[config.mk]
export PLATFORM = sky130hd
export DESIGN_NAME = ub_scheduler
export DESIGN_NICKNAME = d
export VERILOG_FILES = /design/src/rtl/tpu_pkg.sv /design/src/rtl/ub_ptr.sv /design/src/rtl/ub_scheduler.sv
export SDC_FILE = /design/constraint.sdc
export NUM_CORES = 1
export LEC_CHECK = 0
export ABC_CLOCK_PERIOD_IN_PS = 1500
export CORE_ASPECT_RATIO = 0.75
export CORE_MARGIN = 2
export CORE_UTILIZATION = 40
export DETAILED_ROUTE_END_ITERATION = 6
export PLACE_DENSITY = 0.77
export SLEW_MARGIN = 10
export SYNTH_ARGS = -nofsm -noshare
export SYNTH_HDL_FRONTEND = slang
export SYNTH_HIERARCHICAL = 1
export SYNTH_SLANG_ARGS = --single-unit
[constraint.sdc]
create_clock -name clk -period 1.5 [get_ports clk]
set_input_delay 0.3 -clock clk [delete_from_list [all_inputs] [get_ports clk]]
set_output_delay 0.3 -clock clk [all_outputs]
set_load 0.02 [all_outputs]
[src/rtl/tpu_pkg.sv]
// Shared TPU constants and the unified-buffer scheduler state encoding.
package tpu_pkg;
  localparam int UB_DEPTH  = 64;
  localparam int UB_ADDR_W = 13;
  localparam int UB_BURST  = 4;

  typedef enum logic [1:0] {IDLE, WRITE, READ, DRAIN} ub_sched_state_t;
endpackage

[src/rtl/ub_ptr.sv]
// Modulo-DEPTH buffer pointer: load, advance by BURST, sticky wrap flag.
module ub_ptr #(
  parameter int DEPTH  = 64,
  parameter int ADDR_W = 13,
  parameter int BURST  = 4,
  parameter int BASE   = 0
) (
  input  logic              clk,
  input  logic              reset,
  input  logic              i_ld,
  input  logic [ADDR_W-1:0] i_val,
  input  logic              i_inc,
  output logic [ADDR_W-1:0] o_ptr,
  output logic              o_wrap
);
  localparam int PW = $clog2(DEPTH);

  logic [PW-1:0] r_ptr;
  logic          r_wrap;
  logic [PW:0]   w_sum;

  // Carry out of the low PW bits marks a crossing of the buffer end.
  assign w_sum = {1'b0, r_ptr} + (PW+1)'(BURST);

  always_ff @(posedge clk or negedge reset) begin
    if (!reset) begin
      r_ptr  <= PW'(BASE);
      r_wrap <= 1'b0;
    end else if (i_ld) begin
      r_ptr  <= i_val[PW-1:0];
      r_wrap <= 1'b0;
    end else if (i_inc) begin
      r_ptr <= w_sum[PW-1:0];
      if (w_sum[PW]) r_wrap <= 1'b1;
    end
  end

  assign o_ptr  = ADDR_W'(r_ptr);
  assign o_wrap = r_wrap;
endmodule

[src/rtl/ub_scheduler.sv]
// Unified-buffer address-port arbiter/sequencer (Moore FSM, pointer wrap).
// Define UB_SCHED_RR_EN for round-robin arbitration; default is write priority.
module ub_scheduler
  import tpu_pkg::*;
#(
  parameter int UB_DEPTH = tpu_pkg::UB_DEPTH,
  parameter int ADDR_W   = tpu_pkg::UB_ADDR_W,
  parameter int BURST    = tpu_pkg::UB_BURST,
  parameter int WR_BASE  = 0,
  parameter int RD_BASE  = 30
) (
  input  logic              clk,
  input  logic              reset,
  input  logic              acc1_full,
  input  logic              acc2_full,
  input  logic              rd_req,
  input  logic              ptr_ld,
  input  logic              ptr_sel,
  input  logic [ADDR_W-1:0] ptr_val,
  output logic              wr_ack,
  output logic              rd_ack,
  output logic              rd_valid,
  output logic [ADDR_W-1:0] ub_addr,
  output logic              ub_store,
  output logic              ub_load_input,
  output logic              busy,
  output logic [ADDR_W-1:0] wr_ptr,
  output logic [ADDR_W-1:0] rd_ptr,
  output logic              wr_wrap
);
  ub_sched_state_t   r_state, w_next;
  logic              w_wr_req;
  logic              w_wr_first;
  logic [ADDR_W-1:0] w_wr_ptr, w_rd_ptr;
  logic [ADDR_W-1:0] r_last_rd;

  assign w_wr_req = acc1_full & acc2_full;

`ifdef UB_SCHED_RR_EN
  // Token set means the read side is preferred on the next collision.
  logic r_tok_rd;

  always_ff @(posedge clk or negedge reset) begin
    if (!reset)                                r_tok_rd <= 1'b0;
    else if (r_state == IDLE && w_next == WRITE) r_tok_rd <= 1'b1;
    else if (r_state == IDLE && w_next == READ)  r_tok_rd <= 1'b0;
  end

  assign w_wr_first = ~r_tok_rd;
`else
  assign w_wr_first = 1'b1;
`endif

  always_ff @(posedge clk or negedge reset) begin
    if (!reset) r_state <= IDLE;
    else        r_state <= w_next;
  end

  always_comb begin
    w_next = r_state;
    case (r_state)
      IDLE: begin
        if (w_wr_req && (!rd_req || w_wr_first)) w_next = WRITE;
        else if (rd_req)                         w_next = READ;
      end
      WRITE:   w_next = IDLE;
      READ:    w_next = DRAIN;
      DRAIN:   w_next = IDLE;
      default: w_next = IDLE;
    endcase
  end

  // DRAIN presents the address of the tile that was just fetched.
  always_ff @(posedge clk or negedge reset) begin
    if (!reset)              r_last_rd <= '0;
    else if (r_state == READ) r_last_rd <= w_rd_ptr;
  end

  always_comb begin
    wr_ack        = 1'b0;
    rd_ack        = 1'b0;
    rd_valid      = 1'b0;
    ub_store      = 1'b0;
    ub_load_input = 1'b0;
    ub_addr       = '0;
    case (r_state)
      WRITE: begin
        ub_store = 1'b1;
        wr_ack   = 1'b1;
        ub_addr  = w_wr_ptr;
      end
      READ: begin
        ub_load_input = 1'b1;
        rd_ack        = 1'b1;
        ub_addr       = w_rd_ptr;
      end
      DRAIN: begin
        rd_valid = 1'b1;
        ub_addr  = r_last_rd;
      end
      default: ;
    endcase
  end

  assign busy = (r_state != IDLE);

  ub_ptr #(.DEPTH(UB_DEPTH), .ADDR_W(ADDR_W), .BURST(BURST), .BASE(WR_BASE)) u_wr_ptr (
    .clk    (clk),
    .reset  (reset),
    .i_ld   (ptr_ld & ~ptr_sel),
    .i_val  (ptr_val),
    .i_inc  (r_state == WRITE),
    .o_ptr  (w_wr_ptr),
    .o_wrap (wr_wrap)
  );

  ub_ptr #(.DEPTH(UB_DEPTH), .ADDR_W(ADDR_W), .BURST(BURST), .BASE(RD_BASE)) u_rd_ptr (
    .clk    (clk),
    .reset  (reset),
    .i_ld   (ptr_ld & ptr_sel),
    .i_val  (ptr_val),
    .i_inc  (r_state == READ),
    .o_ptr  (w_rd_ptr),
    .o_wrap ()
  );

  assign wr_ptr = w_wr_ptr;
  assign rd_ptr = w_rd_ptr;
endmodule

==> metrics.cfg, run 1 <==
[outcome]
outcome = complete, but fails checks
violations = setup timing

[timing]
setup_tns_ps = -4210
hold_viol_final = 0
finalSetupViolCount = 27
finalCritPeriodShare_pct = 121
finClkSkew_ps = 7.09
max_freq_mhz = 550
drv_slew = 0
setup_ws_ps = -320
rsz0062_at_grt = true
fin_crit_ps = 1820
holdWs_ps = 368

[global_route]
antenna_found_initial = 0
grt_usage_pct = 19.5
grt_pass1_wl_um = 7010
overflow = 0
grt_max_degree = 29
grt_pass1_vias = 1371

[floorplan]
io_pins = 66
dieHeight_um = 60.2
fp-row-count = 20
core_area_um2 = 4050
die_x_um = 78.9
initial_core_util_pct = 41.5
dieArea_um2 = 4750

[placed_design]
globalplace.congestion = 0.812
io_buffers = 44
hpwl_um = 3150

[critical_path]
crit_family = flip-flops
crit_path_frequent_cell = buf_6
worstSetupEndpointType = primary output
crit_path_max_incr_delay_ps = 460
worst_ep_arrival_time_ps = 1520
r2r_start = r_state[0]
r2r_slack_ps = -60
rr_endpoint = u_rd_ptr/r_ptr[4]
crit_type = flop to primary output
crit_path_max_fanout = 5
rr_worst_depth = 8
cp.required_ps = 1200
cp-start-kind = flop
cp_slowest_cell = dfrtp_2
worstPathCellList = buf_6 > mux2_4 > a22o_1 > buf_6
path_buf_inv = 2

[clock_network]
clockBufferDepth = 2
h-tree-depth = 1
cts_tree = yes
root_buffer = clkbuf_8
cts_buffers = 3
cts.sinks = 28
cts.clk_slew.worst_paths_ps = 100
insertion_delay_ps = 280

[drt]
routed_wl_um = 4450
num_vias = 1309
drc = 0
drt-vias-per-instance = 4.92
wire_per_inst_um = 16.7
ant_nets = 0
dr.pass1.iters = 4
drt_iter0_markers = 49

[final_layout]
area_delta_synth_final_pct = 50.5
final_nets = 234
antenna_cells = 0
fin_util_pct = 62.5
fillers = 328
drive_above_1_share_pct = 53.1

[pwr]
power_density_nw_per_um2 = 2420
p_leak_nw = 1.20
peakVddDrop_v = 0.00134

[worst_hold_path]
holdCritPathClass = input port to async pin

[job]
maxCapViolCount = 0

[logic_synthesis]
synthesis.area_um2 = 1680
synthCells = 138
avgSynthCellArea_um2 = 12.2
yosysWarnings = 6

## timing repair
action	in CTS	in global routing
endpoints found under the setup margin	46	23
pin swaps	2	7
gates resized for setup	157	18
setup buffers	14	5
hold buffers	0	0
## flip-flops by register name (all words and copies together), names as in the netlist
| register | count |
|---|---|
| r_last_rd | 13 |
| u_rd_ptr/r_ptr | 6 |
| u_wr_ptr/r_ptr | 6 |
| r_state | 2 |
| u_wr_ptr/o_wrap | 1 |
## report_power, final
group	internal [mW]	switching, mW
combinational	2.34	1.87
sequential	1.12	0.209
clock	0.357	0.240
## final cells by class
type                    count  area (µm²)  area share, %
clock buffers               3        41.3           1.63
repair buffers             82         793           31.3
flip-flops and latches     28         707           27.9
multi-input cells          97         895           35.3
well taps                  55        68.8           2.71
clock inverters             1        30.0           1.18
## per-stage QoR
step,cells,setup WS (ps),instance area [µm²],total power [mW]
after floorplan,150,-11.8,1740,3.55
after global placement,246,-375,2220,4.69
after detailed placement,246,-417,2220,4.83
after CTS,264,-351,2480,6.00
after global routing,266,-363,2530,6.46
final,266,-320,2530,6.14
## layout by cell type, fill, tap and decap left out, types with 2 or more instances in the layout
cell             instances
o21ai_0                  4
xnor2_1                  3
nand2_1                  7
buf_2                    4
o21ai_1                  2
a22o_1                  13
dfstp_2                  4
mux2_4                  14
conb_1                  14
nand4_4                  2
ha_1                     2
mux2_2                  18
nor2_1                   2
mux2i_1                  2
dlygate4sd2_1            8
buf_6                   30
buf_4                   24
buf_12                   2
dfrtp_1                 23
clkbuf_8                 3
clkdlybuf4s50_1         12
## worst max path at each step
stage,from,endpoint,slack (ps),depth (start not counted)
after floorplan,r_state[1],u_wr_ptr/r_ptr[5],-10,6
after global placement,r_state[0],ub_addr[0],-380,4
after detailed placement,r_state[0],ub_addr[4],-420,4
after CTS,r_state[0],ub_addr[4],-350,4
after global routing,r_state[0],ub_addr[4],-360,4
final,r_state[0],ub_addr[4],-320,4
## metal layers
layer	wire length, µm	GRT usage, %
met1	1860	23.6
met2	2330	35.9
met3	223	4.83
met4	27	3.69
met5	0	0
No activity file was read; power rests on OpenSTA's default activity.
==> run 2: changes to the inputs <==
--- a/config.mk
+++ b/config.mk
@@ -6,7 +6,6 @@
 export NUM_CORES = 1
 export LEC_CHECK = 0
 export ABC_CLOCK_PERIOD_IN_PS = 1500
-export CORE_ASPECT_RATIO = 0.75
 export CORE_MARGIN = 2
 export CORE_UTILIZATION = 40
 export DETAILED_ROUTE_END_ITERATION = 6
==> metrics.cfg, run 2 (synthesis gave the netlist of run 1 again) <==
[global_route]
grt_pass1_wl_um = 6490  ; -7.5%
grt_usage_pct = 19.1  ; -0.36 points
grt_pass1_vias = 1326  ; -3.3%
grt_max_degree = 29  ; unchanged
antenna_found_initial = 0  ; unchanged
overflow = 0  ; unchanged

[final_layout]
mostFrequentLayoutCells = buf_6, dfrtp_1, mux2_2, mux2_4, buf_4
regMostFlops = r_last_rd
final_common_cell = buf_6
drive_above_1_share_pct = 50.0  ; -3.1 points
final_nets = 227  ; -3.0%
antenna_cells = 0  ; unchanged
top_regs = r_last_rd (13), u_rd_ptr/r_ptr (6), u_wr_ptr/r_ptr (6)
area_delta_synth_final_pct = 48.4
largest_reg_flops = 13  ; unchanged
fin_util_pct = 62.0  ; -0.51 points

[timing]
hold_viol_final = 0  ; unchanged
rsz0062_at_grt = true
drv_slew = 0  ; unchanged
setup_ws_ps = -399  ; -79.9 ps
max_freq_mhz = 526  ; -4.2%
fin_crit_ps = 1900  ; +79.9 ps
finalSetupViolCount = 34  ; +26%
finClkSkew_ps = 2.52  ; -4.57 ps
holdWs_ps = 377  ; +8.72 ps
finalCritPeriodShare_pct = 127  ; +5.3 points

[clock_network]
cts.sinks = 28  ; unchanged
cts_buffers = 3  ; unchanged
cts.clk_slew.worst_paths_ps = 100  ; about the same
clockBufferDepth = 2  ; unchanged
insertion_delay_ps = 280  ; about the same
h-tree-depth = 1  ; unchanged
ctsHoldBuffers = 0  ; unchanged
cts_tree = yes
root_buffer = clkbuf_8

[critical_path]
path_buf_inv = 3  ; +1
cp.required_ps = 1200  ; about the same
crit_path_max_fanout = 6  ; +1
crit_path_frequent_cell = buf_6
cp_slowest_cell = dfrtp_1
crit_path_max_incr_delay_ps = 410  ; -50 ps
crit_family = flip-flops
r2r_start = r_state[0]
worst_ep_arrival_time_ps = 1600  ; +80 ps
worstPathCellList = buf_6 > buf_12 > mux2_2 > a22o_1 > buf_6
crit_type = flop to primary output
worstSetupEndpointType = primary output
cp-startpoint = r_state[0]
cp-start-kind = flop

[pwr]
power_density_nw_per_um2 = 2420  ; about the same
finalPower_mw = 6.05  ; -1.4%
peakVddDrop_v = 0.00102  ; -24%
p_leak_nw = 1.17  ; -2.7%

[job]
maxCapViolCount = 0  ; unchanged

[outcome]
outcome = complete, but fails checks
violations = setup timing

[drt]
drc = 0  ; unchanged
ant_nets = 0  ; unchanged
routed_wl_um = 4370  ; -1.6%
num_vias = 1280  ; -2.2%
wire_per_inst_um = 17.2  ; +3.0%
drt-vias-per-instance = 5.04  ; +2.4%
drt_iter0_markers = 50  ; +2.0%
dr.pass1.iters = 6  ; +2

[placed_design]
io_buffers = 44  ; unchanged
globalplace.congestion = 0.769  ; -5.3%
hpwl_um = 3080  ; -2.1%

[floorplan]
dieArea_um2 = 4750  ; -0.12%
io_pins = 66  ; unchanged
initial_core_util_pct = 41.8  ; +0.26 points
core_area_um2 = 4030  ; -0.62%
fp-row-count = 23  ; +15%
dieHeight_um = 68.9  ; +14%
die_x_um = 68.9  ; -13%

[worst_hold_path]
holdCritPathClass = input port to async pin

-- run 2: metrics by stage --
step | instance area, µm² | TNS (ps) | cells | setup WS (ps)
6_report | 2500 | -5870 | 254 | -399
5_1_grt | 2500 | -7650 | 254 | -455
4_1_cts | 2440 | -7020 | 252 | -379
3_5_place_dp | 2240 | -7450 | 241 | -449
3_3_place_gp | 2240 | -6400 | 241 | -381
2_1_floorplan | 1740 | -11.8 | 150 | -11.8
-- run 2: path summary, 6_finish.rpt --
path                            slack [ps]  cells after the start           endpoint
min in group clk                       510                      1       r_last_rd[9]
worst max-delay path                  -400                      5         ub_addr[4]
worst min register to register         510                      1       r_last_rd[9]
worst max register to register        -120                      7  u_wr_ptr/r_ptr[5]
worst min-delay path                   380                      2       r_last_rd[8]
max in group asynchronous              890                      2  u_rd_ptr/r_ptr[2]
-- run 2: final cells by class --
cell class / count / area (µm²)
Multi-Input combinational cell: 97 / 887
Tap cell: 50 / 62.6
Clock inverter: 1 / 30.0
Timing Repair Buffer: 75 / 772
Fill cell: 342 / 1530
Sequential cell: 28 / 706
Clock buffer: 3 / 41.3
-- run 2: metal layers --
| layer | GRT usage [%] | share of wire (%) |
|---|---|---|
| met1 | 21.9 | 39 |
| met2 | 36.4 | 55 |
| met3 | 2.44 | 4.5 |
| met4 | 5.88 | 1.6 |
| met5 | 0 | 0 |
-- run 2: report_power, final --
group	switching [mW]	internal, mW	total (mW)	leakage (nW)
sequential	0.206	1.12	1.32	0.329
combinational	1.85	2.27	4.13	0.805
clock	0.243	0.358	0.601	0.0357
total	2.30	3.75	6.05	1.17
-- run 2: timing repair --
item / CTS / global route
gates cloned: 1 / 0
resized for setup: 155 / 23
setup buffers: 6 / 4
endpoints found under the setup margin: 44 / 40
pin swaps: 4 / 3
==> run 3: changes to the inputs <==
--- a/config.mk
+++ b/config.mk
@@ -7,9 +7,8 @@
 export LEC_CHECK = 0
 export ABC_CLOCK_PERIOD_IN_PS = 1500
 export CORE_MARGIN = 2
-export CORE_UTILIZATION = 40
+export CORE_UTILIZATION = 30
 export DETAILED_ROUTE_END_ITERATION = 6
-export PLACE_DENSITY = 0.77
 export SLEW_MARGIN = 10
 export SYNTH_ARGS = -nofsm -noshare
 export SYNTH_HDL_FRONTEND = slang
==> metrics.cfg, run 3 (synthesis gave the netlist of run 1 again) <==
[placed_design]
place_area_um2 = 2270  ; +1.1%
io_buffers = 44  ; unchanged
pre_cts_slack_ps = -419  ; +30.0 ps
hpwl_um = 2870  ; -7.0%
globalplace.congestion = 0.712  ; -7.4%

[critical_path]
worstSetupEndpointType = primary output
cp_slowest_cell = dfrtp_2
crit_type = flop to primary output
cp.required_ps = 1200  ; about the same
worst_ep_arrival_time_ps = 1530  ; -70 ps
worstPathCellList = buf_6 > mux2_4 > a22o_1 > buf_6
crit_path_max_fanout = 5  ; -1
crit_path_frequent_cell = buf_6
cp-start-kind = flop
crit_path_max_incr_delay_ps = 460  ; +50 ps

[drt]
dr.pass1.iters = 4  ; -2
routed_wl_um = 4230  ; -3.3%
wire_per_inst_um = 14.8  ; -14%
num_vias = 1263  ; -1.3%
ant_nets = 0  ; unchanged
drc = 0  ; unchanged
drt_iter0_markers = 13  ; -74%
drt-vias-per-instance = 4.42  ; -12%

[clock_network]
root_buffer = clkbuf_8
insertion_delay_ps = 270  ; about the same
h-tree-depth = 1  ; unchanged
cts.sinks = 28  ; unchanged
cts_tree = yes
clockBufferDepth = 2  ; unchanged
cts_buffers = 3  ; unchanged
ctsHoldBuffers = 0  ; unchanged
cts.clk_slew.worst_paths_ps = 90  ; about the same

[global_route]
overflow = 0  ; unchanged
grt_pass1_vias = 1336  ; +0.75%
antenna_found_initial = 0  ; unchanged
grt_usage_pct = 14.2  ; -4.9 points
grt_max_degree = 29  ; unchanged
grt_pass1_wl_um = 6730  ; +3.8%

[timing]
holdWs_ps = 377  ; +0.317 ps
max_freq_mhz = 546  ; +3.7%
finalCritPeriodShare_pct = 122  ; -4.6 points
finalSetupViolCount = 36  ; +5.9%
setup_ws_ps = -331  ; +68.4 ps
fin_crit_ps = 1830  ; -68.4 ps
drv_slew = 0  ; unchanged
rsz0062_at_grt = true
hold_viol_final = 0  ; unchanged
finClkSkew_ps = 2.57  ; +0.0489 ps

[floorplan]
core_area_um2 = 5470  ; +36%
io_pins = 66  ; unchanged
dieHeight_um = 78.9  ; +15%
die_x_um = 78.9  ; +15%
initial_core_util_pct = 30.8  ; -11 points
fp-row-count = 27  ; +17%
dieArea_um2 = 6230  ; +31%

[job]
maxCapViolCount = 0  ; unchanged

[pwr]
peakVddDrop_v = 0.000846  ; -17%
power_switching_mw = 2.30  ; about the same
p_leak_nw = 1.23  ; +5.5%
p_int_mw = 3.85  ; +2.7%
power_frac_clock_pct = 6.8  ; -3.1 points
sw_frac_of_total_pct = 37.4  ; -0.61 points
p_seq_share_pct = 21.6  ; -0.3 points
pwr-share-comb_pct = 71.6  ; +3.4 points
power_density_nw_per_um2 = 2360  ; -2.7%

[final_layout]
drive_above_1_share_pct = 52.8  ; +2.8 points
antenna_cells = 0  ; unchanged
regMostFlops = r_last_rd
final_nets = 237  ; +4.4%
fin_area_um2 = 2610  ; +4.5%
largest_reg_flops = 13  ; unchanged
mostFrequentLayoutCells = buf_6, dfrtp_1, buf_4
top_regs = r_last_rd (13), u_rd_ptr/r_ptr (6), u_wr_ptr/r_ptr (6)
final_common_cell = buf_6
fin_util_pct = 47.7  ; -14 points
area_delta_synth_final_pct = 55.1

[outcome]
outcome = complete, but fails checks
violations = setup timing

[worst_hold_path]
holdCritPathClass = input port to async pin

run 3: final timing paths:
| check | startpoint | to | slack [ps] | cells past startpoint |
|---|---|---|---|---|
| worst max-delay path | r_state[0] | ub_addr[5] | -330 | 4 |
| worst min-delay path | reset | r_last_rd[12] | 380 | 2 |
| worst max register to register | r_state[0] | u_rd_ptr/r_ptr[5] | -130 | 7 |
| worst min register to register | r_last_rd[10] | r_last_rd[10] | 510 | 1 |
| max in group asynchronous | reset | u_rd_ptr/r_ptr[3] | 880 | 2 |
| min in group clk | r_last_rd[10] | r_last_rd[10] | 510 | 1 |
run 3: area by class of cell:
cell class | instances | area, µm²
fillers | 521 | 2860
multi-input cells | 98 | 905
repair buffers | 84 | 865
flip-flops and latches | 28 | 707
well taps | 72 | 90.1
clock buffers | 4 | 45.0
run 3: worst max-delay path: cells and delay by family (launching register included):
family,cells,cell delay [ps]
AOI/OAI and AO/OA,1,220
buffers and inverters,2,290
DFF,1,460
muxes,1,290
run 3: power by group through the flow:
stage / clock network [mW] / logic (mW) / registers, mW
after floorplan: 0 / 2.05 / 1.50
after global placement: 0 / 3.49 / 1.30
after detailed placement: 0 / 3.51 / 1.31
after CTS: 0.431 / 4.35 / 1.32
after global routing: 0.467 / 4.70 / 1.38
final: 0.419 / 4.41 / 1.33
run 3: per-stage QoR:
step / TNS [ps] / instances / total power [mW]
finish: -5530 / 286 / 6.16
global route: -7420 / 286 / 6.54
CTS: -5460 / 286 / 6.11
detailed placement: -6990 / 266 / 4.82
global placement: -7080 / 266 / 4.79
floorplan: -11.8 / 150 / 3.55
run 3: per-layer routing:
layer	wire length, µm	part of all wire [%]	up-vias	global-route usage, %
met3	137	3.2	4	2.27
met1	1830	43	618	18.1
met5	0	0	-	0
met4	32	0.76	0	4.14
li1	-	-	612	-
met2	2230	53	29	24.8
run 3: timing repair:
item                                    in CTS  in global routing
pin swaps                                    3                 10
gates resized for setup                    166                 22
setup buffers                               14                  5
gates cloned                                 3                  0
endpoints found under the hold margin        0                  0
endpoints found under the setup margin      44                 40
